**src/rtl/frame_capture_ctrl.sv**
```systemverilog
// frame_capture_ctrl
//   Captures PPU pixels into a small output FIFO, one frame at a time.
//   A capture is requested with cap_start. The controller waits for a frame
//   rise, then tags each qualified pixel with its (x,y) position until
//   cap_frames frames have closed (0 = run until cap_abort).
//
// Ports
//   clk, rst        : clock, asynchronous active-low reset
//   pixel, pixel_en : PPU pixel (bits [5:0] = palette index) and qualifier
//   frame           : PPU frame level, a rising edge starts a frame
//   cap_start       : one-cycle capture request, samples cap_frames
//   cap_frames      : frames to capture, 0 = unlimited
//   cap_abort       : one-cycle abort, flushes the FIFO, no done pulse
//   wr_*            : output entry stream (valid/ready), head of the FIFO
//   busy            : controller not idle
//   done            : one-cycle pulse when a capture completes normally
//   frame_cnt       : frames closed in the current capture (saturating)
//   err             : sticky {ovf, long, short}, cleared by cap_start
//   state_dbg       : current controller state, for observation
//
// Output handshake: wr_valid is high while the FIFO holds an entry and the
// wr_* fields show that entry; it is consumed on a cycle where wr_valid and
// wr_ready are both high. wr_valid never depends on wr_ready.
module frame_capture_ctrl #(
    parameter int IMAGE_W    = 256,
    parameter int IMAGE_H    = 240,
    parameter int FIFO_DEPTH = 4
) (
    input  logic        clk,
    input  logic        rst,
    input  logic [7:0]  pixel,
    input  logic        pixel_en,
    input  logic        frame,
    input  logic        cap_start,
    input  logic [15:0] cap_frames,
    input  logic        cap_abort,
    output logic        wr_valid,
    input  logic        wr_ready,
    output logic [8:0]  wr_x,
    output logic [7:0]  wr_y,
    output logic [5:0]  wr_data,
    output logic        wr_sof,
    output logic        wr_eof,
    output logic        busy,
    output logic        done,
    output logic [15:0] frame_cnt,
    output logic [2:0]  err,
    output logic [1:0]  state_dbg
);
    localparam int AW = (FIFO_DEPTH > 1) ? $clog2(FIFO_DEPTH) : 1;
    localparam int CW = $clog2(FIFO_DEPTH + 1);
    localparam logic [8:0]    X_LAST    = 9'(IMAGE_W - 1);
    localparam logic [8:0]    Y_LAST    = 9'(IMAGE_H - 1);
    localparam logic [8:0]    Y_FULL    = 9'(IMAGE_H);
    localparam logic [CW-1:0] FIFO_FULL = CW'(FIFO_DEPTH);

    typedef enum logic [1:0] {
        S_IDLE    = 2'd0,
        S_ARM     = 2'd1,
        S_CAPTURE = 2'd2,
        S_DRAIN   = 2'd3
    } state_t;

    typedef struct packed {
        logic [8:0] x;
        logic [7:0] y;
        logic [5:0] data;
        logic       sof;
        logic       eof;
    } entry_t;

    state_t        state, state_next;
    logic          frame_q, rise;
    logic [8:0]    x, y, x_next, y_next, cx, cy;
    logic [15:0]   frames_lat, cnt_inc;
    logic          last_frame;
    logic          start_cap, flush, take, restart, close;
    logic          in_frame, push_req, push_ok, long_hit, ovf;
    logic          pop, full, empty;
    entry_t        mem [FIFO_DEPTH];
    entry_t        new_entry, head;
    logic [AW-1:0] rd_ptr, wr_ptr;
    logic [CW-1:0] count;
    logic          unused_pixel_bits;

    assign unused_pixel_bits = ^pixel[7:6];

    assign rise       = frame & ~frame_q;
    assign cnt_inc    = (&frame_cnt) ? frame_cnt : frame_cnt + 16'd1;
    // The frame closing on this rise is the last one requested.
    assign last_frame = (frames_lat != 16'd0) && (cnt_inc == frames_lat);

    // ---------------- controller ----------------
    always_ff @(posedge clk or negedge rst) begin
        if (!rst) state <= S_IDLE;
        else      state <= state_next;
    end

    always_comb begin
        state_next = state;
        start_cap  = 1'b0;
        flush      = 1'b0;
        take       = 1'b0;
        restart    = 1'b0;
        close      = 1'b0;
        done       = 1'b0;
        case (state)
            S_IDLE: begin
                if (cap_start) begin
                    state_next = S_ARM;
                    start_cap  = 1'b1;
                end
            end
            S_ARM: begin
                if (cap_abort) begin
                    state_next = S_IDLE;
                    flush      = 1'b1;
                end else if (rise) begin
                    state_next = S_CAPTURE;
                    restart    = 1'b1;
                    take       = pixel_en;
                end
            end
            S_CAPTURE: begin
                if (cap_abort) begin
                    state_next = S_IDLE;
                    flush      = 1'b1;
                end else if (rise) begin
                    close = 1'b1;
                    if (last_frame) begin
                        state_next = S_DRAIN;
                    end else begin
                        // Same-cycle pixel belongs to the new frame.
                        restart = 1'b1;
                        take    = pixel_en;
                    end
                end else begin
                    take = pixel_en;
                end
            end
            S_DRAIN: begin
                if (cap_abort) begin
                    state_next = S_IDLE;
                    flush      = 1'b1;
                end else if (empty) begin
                    state_next = S_IDLE;
                    done       = 1'b1;
                end
            end
            default: state_next = S_IDLE;
        endcase
    end

    // ---------------- pixel position ----------------
    always_comb begin
        cx       = restart ? 9'd0 : x;
        cy       = restart ? 9'd0 : y;
        in_frame = cy < Y_FULL;
        push_req = take & in_frame;
        long_hit = take & ~in_frame;
        x_next   = cx;
        y_next   = cy;
        // Advance on every in-frame pixel, even one the FIFO drops, so
        // later coordinates stay aligned with the PPU raster.
        if (push_req) begin
            if (cx == X_LAST) begin
                x_next = 9'd0;
                y_next = cy + 9'd1;
            end else begin
                x_next = cx + 9'd1;
            end
        end
        new_entry.x    = cx;
        new_entry.y    = cy[7:0];
        new_entry.data = pixel[5:0];
        new_entry.sof  = (cx == 9'd0) && (cy == 9'd0);
        new_entry.eof  = (cx == X_LAST) && (cy == Y_LAST);
    end

    always_ff @(posedge clk or negedge rst) begin
        if (!rst) begin
            frame_q    <= 1'b0;
            x          <= 9'd0;
            y          <= 9'd0;
            frames_lat <= 16'd0;
            frame_cnt  <= 16'd0;
            err        <= 3'd0;
        end else begin
            frame_q <= frame;
            x       <= x_next;
            y       <= y_next;
            if (start_cap) begin
                frames_lat <= cap_frames;
                frame_cnt  <= 16'd0;
                err        <= 3'd0;
            end else begin
                if (close) frame_cnt <= cnt_inc;
                // y only reaches Y_FULL after every active pixel arrived.
                if (close && (y != Y_FULL)) err[0] <= 1'b1;
                if (long_hit)               err[1] <= 1'b1;
                if (ovf)                    err[2] <= 1'b1;
            end
        end
    end

    // ---------------- output FIFO ----------------
    assign empty   = (count == '0);
    assign full    = (count == FIFO_FULL);
    assign pop     = wr_valid & wr_ready;
    assign push_ok = push_req & (~full | pop);
    assign ovf     = push_req & full & ~pop;

    always_ff @(posedge clk or negedge rst) begin
        if (!rst) begin
            rd_ptr <= '0;
            wr_ptr <= '0;
            count  <= '0;
            for (int i = 0; i < FIFO_DEPTH; i++) mem[i] <= '0;
        end else if (flush) begin
            rd_ptr <= '0;
            wr_ptr <= '0;
            count  <= '0;
        end else begin
            if (push_ok) begin
                mem[wr_ptr] <= new_entry;
                wr_ptr      <= wr_ptr + AW'(1);
            end
            if (pop) rd_ptr <= rd_ptr + AW'(1);
            case ({push_ok, pop})
                2'b10:   count <= count + CW'(1);
                2'b01:   count <= count - CW'(1);
                default: count <= count;
            endcase
        end
    end

    assign head      = mem[rd_ptr];
    assign wr_valid  = ~empty;
    assign wr_x      = head.x;
    assign wr_y      = head.y;
    assign wr_data   = head.data;
    assign wr_sof    = head.sof;
    assign wr_eof    = head.eof;
    assign busy      = (state != S_IDLE);
    assign state_dbg = state;
endmodule

```
**config.mk**
```make
export PLATFORM = sky130hd
export DESIGN_NAME = frame_capture_ctrl
export DESIGN_NICKNAME = d
export VERILOG_FILES = /design/src/rtl/frame_capture_ctrl.sv
export SDC_FILE = /design/constraint.sdc
export NUM_CORES = 1
export LEC_CHECK = 0
export BUFFER_PORTS_ARGS = -buffer_cell sky130_fd_sc_hd__buf_2
export CAP_MARGIN = 20
export CORE_ASPECT_RATIO = 1.1
export CORE_UTILIZATION = 35
export CTS_BUF_LIST = sky130_fd_sc_hd__clkbuf_8
export CTS_CLUSTER_DIAMETER = 200
export DETAILED_ROUTE_END_ITERATION = 6
export PLACE_DENSITY_LB_ADDON = 0.2
export REMOVE_ABC_BUFFERS = 1
export SKIP_CTS_REPAIR_TIMING = 1
export SYNTH_ARGS = -nofsm -noshare
export SYNTH_HDL_FRONTEND = slang
export SYNTH_SLANG_ARGS = --single-unit
```
**constraint.sdc**
```tcl
create_clock -name clk -period 5.8 [get_ports clk]
set_input_delay 1.74 -clock clk [delete_from_list [all_inputs] [get_ports clk]]
set_output_delay 1.74 -clock clk [all_outputs]
set_load 0.005 [all_outputs]
```
==> qor.yml <==
setup_path:
  r2r-start: "frame_cnt[1]$_DFFE_PN0P_"
  arrival_ns: 5.51
  start_kind: "flip-flop"
  crit_path_end_kind: "flip-flop"
  crit_fanout: 12
  rr_worst_depth: 21
  critPathKind: "flip-flop to flip-flop"
  worstSetupStartpoint: "frame_cnt[1]$_DFFE_PN0P_"
  critPathRequiredTime_ns: 6.18
global_routing:
  antenna_found_initial: 0
  grt_pass1_wl_mm: 34.9
  grt_max_degree: 86
  grt_usage_pct: 17.3
  grt_overflow: 0
  grt_pass1_vias: 6362
drt:
  wire_per_inst_um: 18.0
  ant_nets: 0
  wl_mm: 21.2
  drcViolationCount: 0
  firstDrtPassIters: 5
  vias: 6298
  drt-initial-drc-count: 378
  via_per_inst: 5.34
clock_network:
  htree_levels: 4
  cts_made_buffers: 17
  clock_path_buffers: 2
  clk_pin_slew_worst_paths_ns: 0.10
  clk_latency_ns: 0.47
  clock-root-buffer: "clkbuf_8"
  clock_sinks: 163
  cts_tree: "yes"
logic_synthesis:
  synth_area_leaders: "dfrtp_1 (46%), mux2_1 (7.2%), mux4_2 (6.4%)"
  async_flop_share_pct: 100
  synthDominantCellAreaShare_pct: 46.4
  seq_area_frac_synth_pct: 46.4
  syn_inst: 787
  syn_area_per_cell_um2: 11.2
  yosysMostFrequentCell: "dfrtp_1"
  synth_common_cells: "dfrtp_1 (163), nand2_1 (106), mux2_1 (56), nor2_1 (47), mux2_2 (34)"
  synthDistinctLibCells: 66
  synth_top_area_cell: "dfrtp_1"
  synthFlopType: "dfrtp_1"
  ys_seq_elements: 163
  synth_edf_count: 0
  synth_warnings: 0
  syn_area_um2: 8790
power_and_ir_drop:
  pwr-share-comb_pct: 29.3
  p_sw_share_pct: 37.1
  power.total_mw: 3.19
  p_int_mw: 2.01
  p_leak_nw: 4.60
  seqPwrFrac_pct: 44.6
  power_switching_mw: 1.18
  pwr-share-clk_pct: 26.1
  ir_worst_vdd_v: 0.000185
  cellPowerDensity_nw_per_um2: 323
sta:
  setup_viol: 0
  setup_tns_ns: 0
  final_hold_viol_count: 0
  maxSlewViolCount: 0
  worstMarginPinSlew_ns: 0.928
  rsz0062_at_grt: "no"
  fin_crit_sh_pct: 88.4
  fin_crit_ns: 5.13
  relSlewSlack_pct: 37.7
  skew_ns: 0.0227
  fmax_ghz: 0.195
worst_hold_path:
  holdPathStages: 2
  hold_path.class: "flip-flop to flip-flop"
  worstHoldStart: "mem[26]$_DFFE_PN0P_"
floorplan:
  fp.dieH_um: 168
  core_area_um2: 24500
  rows: 60
  initial_core_util_pct: 35.8
  num_io_pins: 80
  die_area_um2: 25800
  die_w_um: 153
finish:
  layout.nets: 903
  fin_util_pct: 40.2
  num_antenna_cells: 0
  area_growth_pct: 12.3
  layout-drive-gt1-share_pct: 23.2
flow_run:
  drv_cap: 0
place:
  dpl.hpwl_mm: 14.5
  io_buffers: 77
  routabilityCongestion: 0.887
outcome:
  outcome: "complete, no violations"
cell usage in the layout (no fill, tap or decap), types with 14 or more instances in the layout:
cell	count
nand3_1	25
buf_4	16
mux2_2	34
clkbuf_8	17
ha_1	14
dfrtp_1	162
a21oi_1	19
buf_2	76
xnor2_1	17
o21ai_0	32
nor2b_1	24
mux2_1	56
nor2_1	47
nand2_1	106
mux4_2	25
kinds of logic after synthesis:
kind of cell | after synthesis | synth area share, %
AND/OR/NAND/NOR | 285 | 16.2
flip-flops | 163 | 46.4
multiplexers | 122 | 18.7
AO/OA/AOI/OAI | 116 | 9.90
buffers and inverters | 56 | 3.54
XOR/XNOR | 30 | 2.99
adder cells (fa/ha/maj) | 15 | 2.22
path summary, 6_finish.rpt:
path | end | slack, ns
min in group asynchronous | mem[32]$_DFFE_PN0P_ | 1.27
max in group asynchronous | rd_ptr[0]$_DFFE_PN0P_ | 3.56
hold / removal | mem[26]$_DFFE_PN0P_ | 0.49
hold reg to reg | mem[26]$_DFFE_PN0P_ | 0.49
setup reg to reg | y[5]$_DFF_PN0_ | 0.67
setup / recovery | y[5]$_DFF_PN0_ | 0.67
state kept, by name, summed over array words and instances, names as in the netlist:
signal,cells
err,3
mem,100
rd_ptr,2
frame_cnt,16
wr_ptr,2
count,3
frame_q,1
y,9
x,9
frames_lat,16
state_dbg,2
cell type report:
| cell class | instances | area [µm²] |
|---|---|---|
| Sequential cell | 163 | 4080 |
| Clock buffer | 17 | 234 |
| Tap cell | 310 | 388 |
| Multi-Input combinational cell | 568 | 4410 |
| Fill cell | 2394 | 14700 |
| Clock inverter | 15 | 165 |
| Timing Repair Buffer | 95 | 552 |
| Inverter | 12 | 45.0 |
per-layer routing:
metal	global-route usage [%]	part of all wire, %	up-vias
met5	0	0	-
met3	3.47	3.6	25
met4	4.92	1.5	0
li1	-	-	3007
met2	29.4	49	123
met1	22.4	46	3143
power groups by stage:
| stage | sequential (mW) | combinational [mW] | clock (mW) |
|---|---|---|---|
| 2_1_floorplan | 1.43 | 0.618 | 0 |
| 5_1_grt | 1.45 | 1.06 | 0.902 |
| 3_3_place_gp | 1.48 | 0.899 | 0 |
| 6_report | 1.42 | 0.935 | 0.831 |
| 3_5_place_dp | 1.48 | 0.906 | 0 |
| 4_1_cts | 1.46 | 0.910 | 0.863 |
worst max-delay path, cell delays in order (launching register included):
cell      delay (ns)
dfrtp_1         0.48
ha_1            0.25
nand3_1         0.43
nor2_1          0.43
nand2_1         0.23
o211ai_1        0.30
nand4_1         0.12
nor4_1          0.33
buf_4           0.19
a41oi_2         0.17
nand2b_1        0.31
inv_1           0.10
ha_1            0.20
and4_1          0.23
nand3_1         0.13
nor2_1          0.20
and2_0          0.19
nand2_1         0.06
nor2_1          0.15
inv_1           0.06
or3_1           0.30
a21oi_1         0.18
through the flow:
stage	hold slack (ns)	setup WS [ns]	instance area (µm²)	std cells
3_5_place_dp	0.465	0.739	9450	1147
6_report	0.486	0.671	9870	1180
5_1_grt	0.500	0.0830	9870	1180
2_1_floorplan	0.443	0.443	8530	743
3_3_place_gp	0.461	0.814	9450	1147
4_1_cts	0.488	0.690	9850	1179
No activity file was read; power rests on OpenSTA's default activity.
